===== config.mk =====
export PLATFORM = sky130hd
export DESIGN_NAME = csi2_raw10_depacketizer
export DESIGN_NICKNAME = d
export VERILOG_FILES = /design/src/rtl/csi2_raw10_depacketizer.sv
export SDC_FILE = /design/constraint.sdc
export NUM_CORES = 1
export LEC_CHECK = 0
export CAP_MARGIN = 30
export CORE_MARGIN = 1
export CORE_UTILIZATION = 50
export DETAILED_ROUTE_END_ITERATION = 10
export PLACE_DENSITY = 0.72
export SYNTH_ARGS = -nofsm -noshare
export SYNTH_HDL_FRONTEND = slang
export SYNTH_SLANG_ARGS = --single-unit

===== constraint.sdc =====
create_clock -name clk -period 18.4 [get_ports clk]
set_input_delay 3.68 -clock clk [delete_from_list [all_inputs] [get_ports clk]]
set_output_delay 3.68 -clock clk [all_outputs]
set_load 0.01 [all_outputs]

===== src/rtl/csi2_raw10_depacketizer.sv =====
// csi2_raw10_depacketizer: CSI-2 byte stream -> RAW10 fv/lv/pixel stream.
// Optional payload CRC-16 check enabled by defining CSI2_CRC_CHECK_EN.
module csi2_raw10_depacketizer #(
  parameter logic [1:0]  VC       = 2'd0,
  parameter logic [5:0]  DT_RAW10 = 6'h2B,
  parameter logic [15:0] MAX_WC   = 16'd4000
) (
  input  logic       clk,
  input  logic       reset,
  input  logic [7:0] byte_i,
  input  logic       byte_valid_i,
  input  logic       pkt_start_i,
  output logic       fv_o,
  output logic       lv_o,
  output logic       pixel_en_o,
  output logic [9:0] pixel_data_o,
  output logic       err_dt_o,
  output logic       err_wc_o,
  output logic       err_sync_o,
  output logic       err_crc_o
);

  typedef enum logic [2:0] {
    S_IDLE, S_HDR, S_SKIP, S_PAY, S_CRC
  } state_t;

  state_t          state_q, state_d;
  logic [1:0]      hdr_cnt_q;
  logic [7:0]      di_q, wcl_q, wch_q;
  logic [16:0]     cnt_q;
  logic [2:0]      grp_idx_q;
  logic [3:0][7:0] b_q;
  logic [2:0][9:0] sh_q;
  logic [1:0]      pend_q;
  logic            line_end_q, fe_pend_q;

  logic        take, abort, hdr_last;
  logic        pay_take, crc_take;
  logic [15:0] wc;
  logic [5:0]  dt;
  logic        long_pkt, wc_bad;
  logic        go_pay, go_crc, go_skip;
  logic        ev_fs, ev_fe, ev_dt, ev_wc, ev_ls;

  assign take     = byte_valid_i & ~pkt_start_i;
  assign abort    = byte_valid_i & pkt_start_i
                  & (state_q != S_IDLE);
  assign hdr_last = take & (state_q == S_HDR)
                  & (hdr_cnt_q == 2'd3);
  assign pay_take = take & (state_q == S_PAY);
  assign crc_take = take & (state_q == S_CRC);
  assign wc       = {wch_q, wcl_q};
  assign dt       = di_q[5:0];
  assign long_pkt = dt >= 6'h10;
  assign wc_bad   = (wc % 16'd5 != 16'd0)
                  || (wc > MAX_WC);

  always_ff @(posedge clk) begin
    if (reset) begin
      state_q <= S_IDLE;
    end else begin
      state_q <= state_d;
    end
  end

  always_comb begin
    state_d = state_q;
    if (abort) begin
      state_d = S_HDR;
    end else if (byte_valid_i) begin
      unique case (state_q)
        S_IDLE: if (pkt_start_i) state_d = S_HDR;
        S_HDR: begin
          if (hdr_cnt_q == 2'd3) begin
            if (go_pay)       state_d = S_PAY;
            else if (go_crc)  state_d = S_CRC;
            else if (go_skip) state_d = S_SKIP;
            else              state_d = S_IDLE;
          end
        end
        S_SKIP: if (cnt_q == 17'd1) state_d = S_IDLE;
        S_PAY:  if (cnt_q == 17'd1) state_d = S_CRC;
        S_CRC:  if (cnt_q == 17'd1) state_d = S_IDLE;
        default: state_d = S_IDLE;
      endcase
    end
  end

  // Header decode: what the completed header asks for.
  always_comb begin
    go_pay  = 1'b0;
    go_crc  = 1'b0;
    go_skip = 1'b0;
    ev_fs   = 1'b0;
    ev_fe   = 1'b0;
    ev_dt   = 1'b0;
    ev_wc   = 1'b0;
    ev_ls   = 1'b0;
    if (hdr_last) begin
      if (di_q[7:6] != VC) begin
        go_skip = long_pkt;
      end else if (dt == 6'h00) begin
        ev_fs = 1'b1;
      end else if (dt == 6'h01) begin
        ev_fe = 1'b1;
      end else if (long_pkt) begin
        if (dt != DT_RAW10) begin
          ev_dt   = 1'b1;
          go_skip = 1'b1;
        end else if (wc_bad) begin
          ev_wc   = 1'b1;
          go_skip = 1'b1;
        end else if (!fv_o) begin
          ev_ls   = 1'b1;
          go_skip = 1'b1;
        end else if (wc == 16'd0) begin
          go_crc = 1'b1;
        end else begin
          go_pay = 1'b1;
        end
      end
    end
  end

  always_ff @(posedge clk) begin
    if (reset) begin
      fv_o         <= 1'b0;
      lv_o         <= 1'b0;
      pixel_en_o   <= 1'b0;
      pixel_data_o <= '0;
      err_dt_o     <= 1'b0;
      err_wc_o     <= 1'b0;
      err_sync_o   <= 1'b0;
      hdr_cnt_q    <= '0;
      di_q         <= '0;
      wcl_q        <= '0;
      wch_q        <= '0;
      cnt_q        <= '0;
      grp_idx_q    <= '0;
      b_q          <= '0;
      sh_q         <= '0;
      pend_q       <= '0;
      line_end_q   <= 1'b0;
      fe_pend_q    <= 1'b0;
    end else begin
      err_dt_o   <= ev_dt;
      err_wc_o   <= ev_wc;
      err_sync_o <= abort | ev_ls
                  | (ev_fs & fv_o & ~fe_pend_q)
                  | (ev_fe & ~fv_o);

      if (pend_q != 2'd0) begin
        pixel_en_o   <= 1'b1;
        pixel_data_o <= sh_q[0];
        sh_q         <= {10'd0, sh_q[2:1]};
        pend_q       <= pend_q - 2'd1;
      end else begin
        pixel_en_o <= 1'b0;
        if (pixel_en_o && line_end_q) begin
          lv_o       <= 1'b0;
          line_end_q <= 1'b0;
        end
      end

      // FE seen while a line still drains: hold fv until lv drops.
      if (fe_pend_q && !lv_o) begin
        fv_o      <= 1'b0;
        fe_pend_q <= 1'b0;
      end

      if (byte_valid_i && pkt_start_i) begin
        di_q      <= byte_i;
        hdr_cnt_q <= 2'd1;
        if (abort) begin
          pend_q     <= '0;
          pixel_en_o <= 1'b0;
          lv_o       <= 1'b0;
          line_end_q <= 1'b0;
          grp_idx_q  <= '0;
        end
      end

      if (take && state_q == S_HDR) begin
        hdr_cnt_q <= hdr_cnt_q + 2'd1;
        if (hdr_cnt_q == 2'd1) wcl_q <= byte_i;
        if (hdr_cnt_q == 2'd2) wch_q <= byte_i;
      end

      if (ev_fs) begin
        fv_o      <= 1'b1;
        fe_pend_q <= 1'b0;
      end
      if (ev_fe && fv_o) begin
        if (lv_o || line_end_q || pend_q != 2'd0)
          fe_pend_q <= 1'b1;
        else
          fv_o <= 1'b0;
      end

      if (go_skip) cnt_q <= {1'b0, wc} + 17'd2;
      if (go_crc)  cnt_q <= 17'd2;
      if (go_pay) begin
        cnt_q     <= {1'b0, wc};
        grp_idx_q <= '0;
      end

      if (pay_take) begin
        cnt_q <= (cnt_q == 17'd1) ? 17'd2
               : cnt_q - 17'd1;
        if (grp_idx_q == 3'd4) begin
          grp_idx_q    <= '0;
          pixel_en_o   <= 1'b1;
          pixel_data_o <= {b_q[0], byte_i[1:0]};
          sh_q <= {{b_q[3], byte_i[7:6]},
                   {b_q[2], byte_i[5:4]},
                   {b_q[1], byte_i[3:2]}};
          pend_q     <= 2'd3;
          lv_o       <= 1'b1;
          line_end_q <= (cnt_q == 17'd1);
        end else begin
          b_q[grp_idx_q[1:0]] <= byte_i;
          grp_idx_q <= grp_idx_q + 3'd1;
        end
      end

      if (take && (state_q == S_SKIP
                || state_q == S_CRC))
        cnt_q <= cnt_q - 17'd1;
    end
  end

`ifdef CSI2_CRC_CHECK_EN
  logic [15:0] crc_q;
  logic [7:0]  crc_lo_q;

  // Reflected CCITT polynomial, data consumed LSB first.
  function automatic logic [15:0] crc_upd(
    input logic [15:0] c,
    input logic [7:0]  d
  );
    logic [15:0] r;
    r = c;
    for (int i = 0; i < 8; i++) begin
      if (r[0] ^ d[i]) r = (r >> 1) ^ 16'h8408;
      else             r = r >> 1;
    end
    return r;
  endfunction

  always_ff @(posedge clk) begin
    if (reset) begin
      crc_q     <= 16'hFFFF;
      crc_lo_q  <= '0;
      err_crc_o <= 1'b0;
    end else begin
      err_crc_o <= 1'b0;
      if (go_pay || go_crc)
        crc_q <= 16'hFFFF;
      else if (pay_take)
        crc_q <= crc_upd(crc_q, byte_i);
      if (crc_take) begin
        if (cnt_q == 17'd2)
          crc_lo_q <= byte_i;
        else
          err_crc_o <= {byte_i, crc_lo_q} != crc_q;
      end
    end
  end
`else
  assign err_crc_o = 1'b0;
`endif

endmodule


==> report_table.html <==
<table>
<tr><th>Metric</th><th>Value</th></tr>
<tr><th colspan="2">Worst setup path</th></tr>
<tr><td>Most frequent cell on the critical path</td><td>sky130_fd_sc_hd__nand3_1</td></tr>
<tr><td>Maximum fanout count along the critical path</td><td>27</td></tr>
<tr><td>Family with the most delay on the worst path</td><td>compound AO/OA/AOI/OAI gates</td></tr>
<tr><td>Worst path buffer plus inverter count</td><td>4</td></tr>
<tr><td>Crit. End Element</td><td>register</td></tr>
<tr><td>Data required time of the critical path</td><td>18.74 ns</td></tr>
<tr><td>Startpoint class of the critical path</td><td>register</td></tr>
<tr><td>Arrival @ worst endpoint</td><td>16.13 ns</td></tr>
<tr><td>Critical path's slowest cell</td><td>sky130_fd_sc_hd__or4b_1</td></tr>
<tr><td>Crit path largest cell delay</td><td>0.81 ns</td></tr>
<tr><td>Type of the worst setup path</td><td>reg2reg</td></tr>
<tr><td>Register-to-register setup slack</td><td>2.61 ns</td></tr>
<tr><th colspan="2">Run status</th></tr>
<tr><td>Status</td><td>finished, final reports clean</td></tr>
<tr><th colspan="2">STA</th></tr>
<tr><td>Transition at the pin with the smallest max-transition slack</td><td>1.01 ns</td></tr>
<tr><td>Min Hold Slack</td><td>0.449 ns</td></tr>
<tr><td>Fmax</td><td>63.3 MHz</td></tr>
<tr><td>Clock period minus final worst setup slack</td><td>15.79 ns</td></tr>
<tr><td>Final Setup Violations</td><td>0</td></tr>
<tr><td>Max Clock Skew</td><td>0.00930 ns</td></tr>
<tr><td>Setup total negative slack</td><td>0 ns</td></tr>
<tr><td>Slew Limit Headroom</td><td>0.320</td></tr>
<tr><td>Max Transition Viols Final</td><td>0</td></tr>
<tr><td>RSZ-0062 raised after global routing</td><td>no</td></tr>
<tr><td>Fin crit share</td><td>0.858</td></tr>
<tr><td>Hold Vio Cnt, Final</td><td>0</td></tr>
<tr><th colspan="2">Yosys</th></tr>
<tr><td>Most common library cells after synthesis</td><td>217 x sky130_fd_sc_hd__nand2_1, 134 x sky130_fd_sc_hd__a21oi_1, 131 x sky130_fd_sc_hd__dfxtp_1, 125 x sky130_fd_sc_hd__nor2_1, 98 x sky130_fd_sc_hd__nand3_1</td></tr>
<tr><td>Most common cell in the netlist</td><td>sky130_fd_sc_hd__nand2_1</td></tr>
<tr><td>Most frequently used flop master after synthesis</td><td>sky130_fd_sc_hd__dfxtp_1</td></tr>
<tr><td>Leading area contributor after synthesis</td><td>sky130_fd_sc_hd__dfxtp_1</td></tr>
<tr><td>Post-Syn Area per Cell</td><td>7.34 sq um</td></tr>
<tr><td>Net count after synthesis</td><td>1,681</td></tr>
<tr><td>Yosys warns</td><td>0</td></tr>
<tr><td>Proportion of register bits with asynchronous set or reset after synthesis</td><td>0</td></tr>
<tr><td>Number of synthesized register bits</td><td>131</td></tr>
<tr><td>Gate count after technology mapping</td><td>1,654</td></tr>
<tr><td>Dominant cells by area after synthesis</td><td>sky130_fd_sc_hd__dfxtp_1 22%, sky130_fd_sc_hd__nand2_1 6.7%, sky130_fd_sc_hd__a21oi_1 5.5%, sky130_fd_sc_hd__nand3_1 4.0%, sky130_fd_sc_hd__nor2_1 3.9%</td></tr>
<tr><td>Fraction of the yosys area taken by sequential cells</td><td>0.216</td></tr>
<tr><td>Mapped cell area</td><td>12,100 sq um</td></tr>
<tr><td>Distinct cell type count after synthesis</td><td>122</td></tr>
<tr><td>Synth top area share</td><td>0.216</td></tr>
<tr><td>Post-synth EDFFs</td><td>0</td></tr>
<tr><th colspan="2">Clock tree</th></tr>
<tr><td>Worst-Skew Late Latency</td><td>0.42 ns</td></tr>
<tr><td>Clock tree root buffer cell</td><td>sky130_fd_sc_hd__clkbuf_16</td></tr>
<tr><td>Clock sink count</td><td>131</td></tr>
<tr><td>CTS-repair resized insts</td><td>0</td></tr>
<tr><td>Number of buffers inserted during clock tree synthesis</td><td>17</td></tr>
<tr><td>Number of buffers inserted for hold repair after clock tree synthesis</td><td>0</td></tr>
<tr><td>Clock Tree Buf Depth</td><td>2</td></tr>
<tr><td>Number of H-tree levels</td><td>4</td></tr>
<tr><td>Number of post-CTS setup repair buffers</td><td>0</td></tr>
<tr><td>Clock tree from TritonCTS</td><td>built</td></tr>
<tr><td>Clock-pin slew reported for the worst setup and hold paths after clock tree synthesis</td><td>0.06 ns</td></tr>
<tr><th colspan="2">Place</th></tr>
<tr><td>Routability Congestion</td><td>0.965</td></tr>
<tr><td>I/O Buffers</td><td>27</td></tr>
<tr><td>HPWL after detailed placement</td><td>27,000 um</td></tr>
<tr><th colspan="2">Global route</th></tr>
<tr><td>Vias in the first global route</td><td>11,500</td></tr>
<tr><td>Sum of overflow across all layers after global routing</td><td>0</td></tr>
<tr><td>Number of antenna violations at the first check in global routing</td><td>0</td></tr>
<tr><td>Global-route wire length before repair</td><td>60,800 um</td></tr>
<tr><td>Largest net degree at the start of global routing</td><td>92</td></tr>
<tr><td>Total Routing Usage GR</td><td>0.303</td></tr>
<tr><th colspan="2">Layout</th></tr>
<tr><td>Post-synthesis to final-layout area growth</td><td>7.66%</td></tr>
<tr><td>ANT cells</td><td>0</td></tr>
<tr><td>Final Net Count</td><td>1,636</td></tr>
<tr><td>Fraction of layout cells with a size suffix above 1</td><td>0.104</td></tr>
<tr><th colspan="2">Die</th></tr>
<tr><td>Rows</td><td>56</td></tr>
<tr><td>Die outline area</td><td>24,900 sq um</td></tr>
<tr><td>Effective utilization at floorplan</td><td>0.514</td></tr>
<tr><td>Die Y</td><td>158 um</td></tr>
<tr><td>Overall die width</td><td>158 um</td></tr>
<tr><td>Num ports</td><td>29</td></tr>
<tr><td>Core region area</td><td>23,600 sq um</td></tr>
<tr><th colspan="2">Power</th></tr>
<tr><td>Power density of the placed cells</td><td>77.1 nW/um^2</td></tr>
<tr><td>Worst vdd ir</td><td>72.2 uV</td></tr>
<tr><td>Leak Pwr</td><td>4.56 nW</td></tr>
<tr><th colspan="2">Routing</th></tr>
<tr><td>Post-DRT Antenna Nets</td><td>0</td></tr>
<tr><td>Detailed-routing iteration count for the pre-antenna-repair pass</td><td>6</td></tr>
<tr><td>Post-detailed-routing wire length</td><td>37,700 um</td></tr>
<tr><td>DR DRC count</td><td>0</td></tr>
<tr><td>Average detailed-routed wire length per instance</td><td>19.4 um</td></tr>
<tr><td>Via density</td><td>6.67</td></tr>
<tr><td>Number of design-rule violations left by the first detailed-router iteration</td><td>1,300</td></tr>
<tr><td>Detailed-route via count</td><td>12,900</td></tr>
<tr><th colspan="2">Hold path</th></tr>
<tr><td>Hold/Removal Path Class</td><td>reg2reg</td></tr>
<tr><th colspan="2">Flow run</th></tr>
<tr><td>Max-cap violation count</td><td>0</td></tr>
</table>
cells in the final DEF, fill, tap and decap left out, types with 21 or more instances in the layout:
cell type and n:
sky130_fd_sc_hd__a211oi_1 25, sky130_fd_sc_hd__a21oi_1 133, sky130_fd_sc_hd__clkdlybuf4s50_1 26, sky130_fd_sc_hd__dfxtp_1 131
sky130_fd_sc_hd__inv_1 30, sky130_fd_sc_hd__mux2i_1 40, sky130_fd_sc_hd__nand2_1 217, sky130_fd_sc_hd__nand3_1 98
sky130_fd_sc_hd__nor2_1 124, sky130_fd_sc_hd__nor3_1 74, sky130_fd_sc_hd__nor4_1 27, sky130_fd_sc_hd__o211ai_1 21
sky130_fd_sc_hd__o21ai_0 90, sky130_fd_sc_hd__xnor2_1 36
flip-flops by register name, indices dropped and copies added, names as in the netlist, 2 cells and up:
signal,cells
pend_q,2
b_q,32
wcl_q,8
state_q,3
sh_q,30
grp_idx_q,3
wch_q,8
hdr_cnt_q,2
cnt_q,17
di_q,8
pixel_data_o,10
worst register-to-register path, delay by kind of cell, from the launching register on:
family | cells | cell delay [ns]
adders and majority gates | 2 | 0.54
AOI/OAI and AO/OA | 21 | 7.01
buffers and inverters | 4 | 0.72
DFF | 1 | 0.59
xor gates and xnor gates | 1 | 0.17
muxes | 1 | 0.36
and+or+nand+nor | 16 | 6.34
cells by family after synthesis:
kind of cell               synth area share
AOI/OAI and AO/OA                     0.330
adders and majority gates            0.0180
other                              0.000309
xor gates and xnor gates             0.0480
and+or+nand+nor                       0.297
muxes                                0.0416
DFF                                   0.216
buffers and inverters                0.0492
layer usage:
layer | up-vias | routed length, um | track usage
met1 | 6053 | 16300 | 0.410
met2 | 657 | 17500 | 0.491
met4 | 0 | 1020 | 0.110
li1 | 6149 | - | -
met5 | - | 0 | 0
met3 | 87 | 2960 | 0.0408
power breakdown:
part	internal (mW)	switching (mW)
Clock	0.185	0.136
Sequential	0.285	0.00202
Combinational	0.154	0.245
path summary, 6_finish.rpt:
| check | from | to | cells after the start |
|---|---|---|---|
| setup / recovery | wcl_q[1] | cnt_q[14] | 45 |
| hold / removal | b_q[7] | pixel_data_o[9] | 2 |
| hold reg to reg | b_q[7] | pixel_data_o[9] | 2 |
| setup reg to reg | wcl_q[1] | cnt_q[14] | 45 |
metrics by stage:
step | worst slack, ns | power, mW | utilization | std cells | instance area, sq um
2_1_floorplan | 5.62 | 0.610 | - | 1654 | 12100
3_3_place_gp | 2.99 | 0.688 | 0.529 | 1907 | 12500
3_5_place_dp | 2.99 | 0.680 | 0.530 | 1909 | 12500
4_1_cts | 2.92 | 1.00 | 0.553 | 1941 | 13100
5_1_grt | 1.53 | 1.06 | 0.553 | 1941 | 13100
6_report | 2.61 | 1.01 | 0.553 | 1941 | 13100
cell type report:
| type | instances | area (sq um) |
|---|---|---|
| Fill cell | 2242 | 10500 |
| Multi-Input combinational cell | 1378 | 8940 |
| Sequential cell | 131 | 2620 |
| Clock buffer | 20 | 467 |
| Timing Repair Buffer | 48 | 418 |
| Tap cell | 319 | 399 |
| Inverter | 33 | 124 |
| Clock inverter | 12 | 96.3 |
No activity file was read; power rests on OpenSTA's default activity.
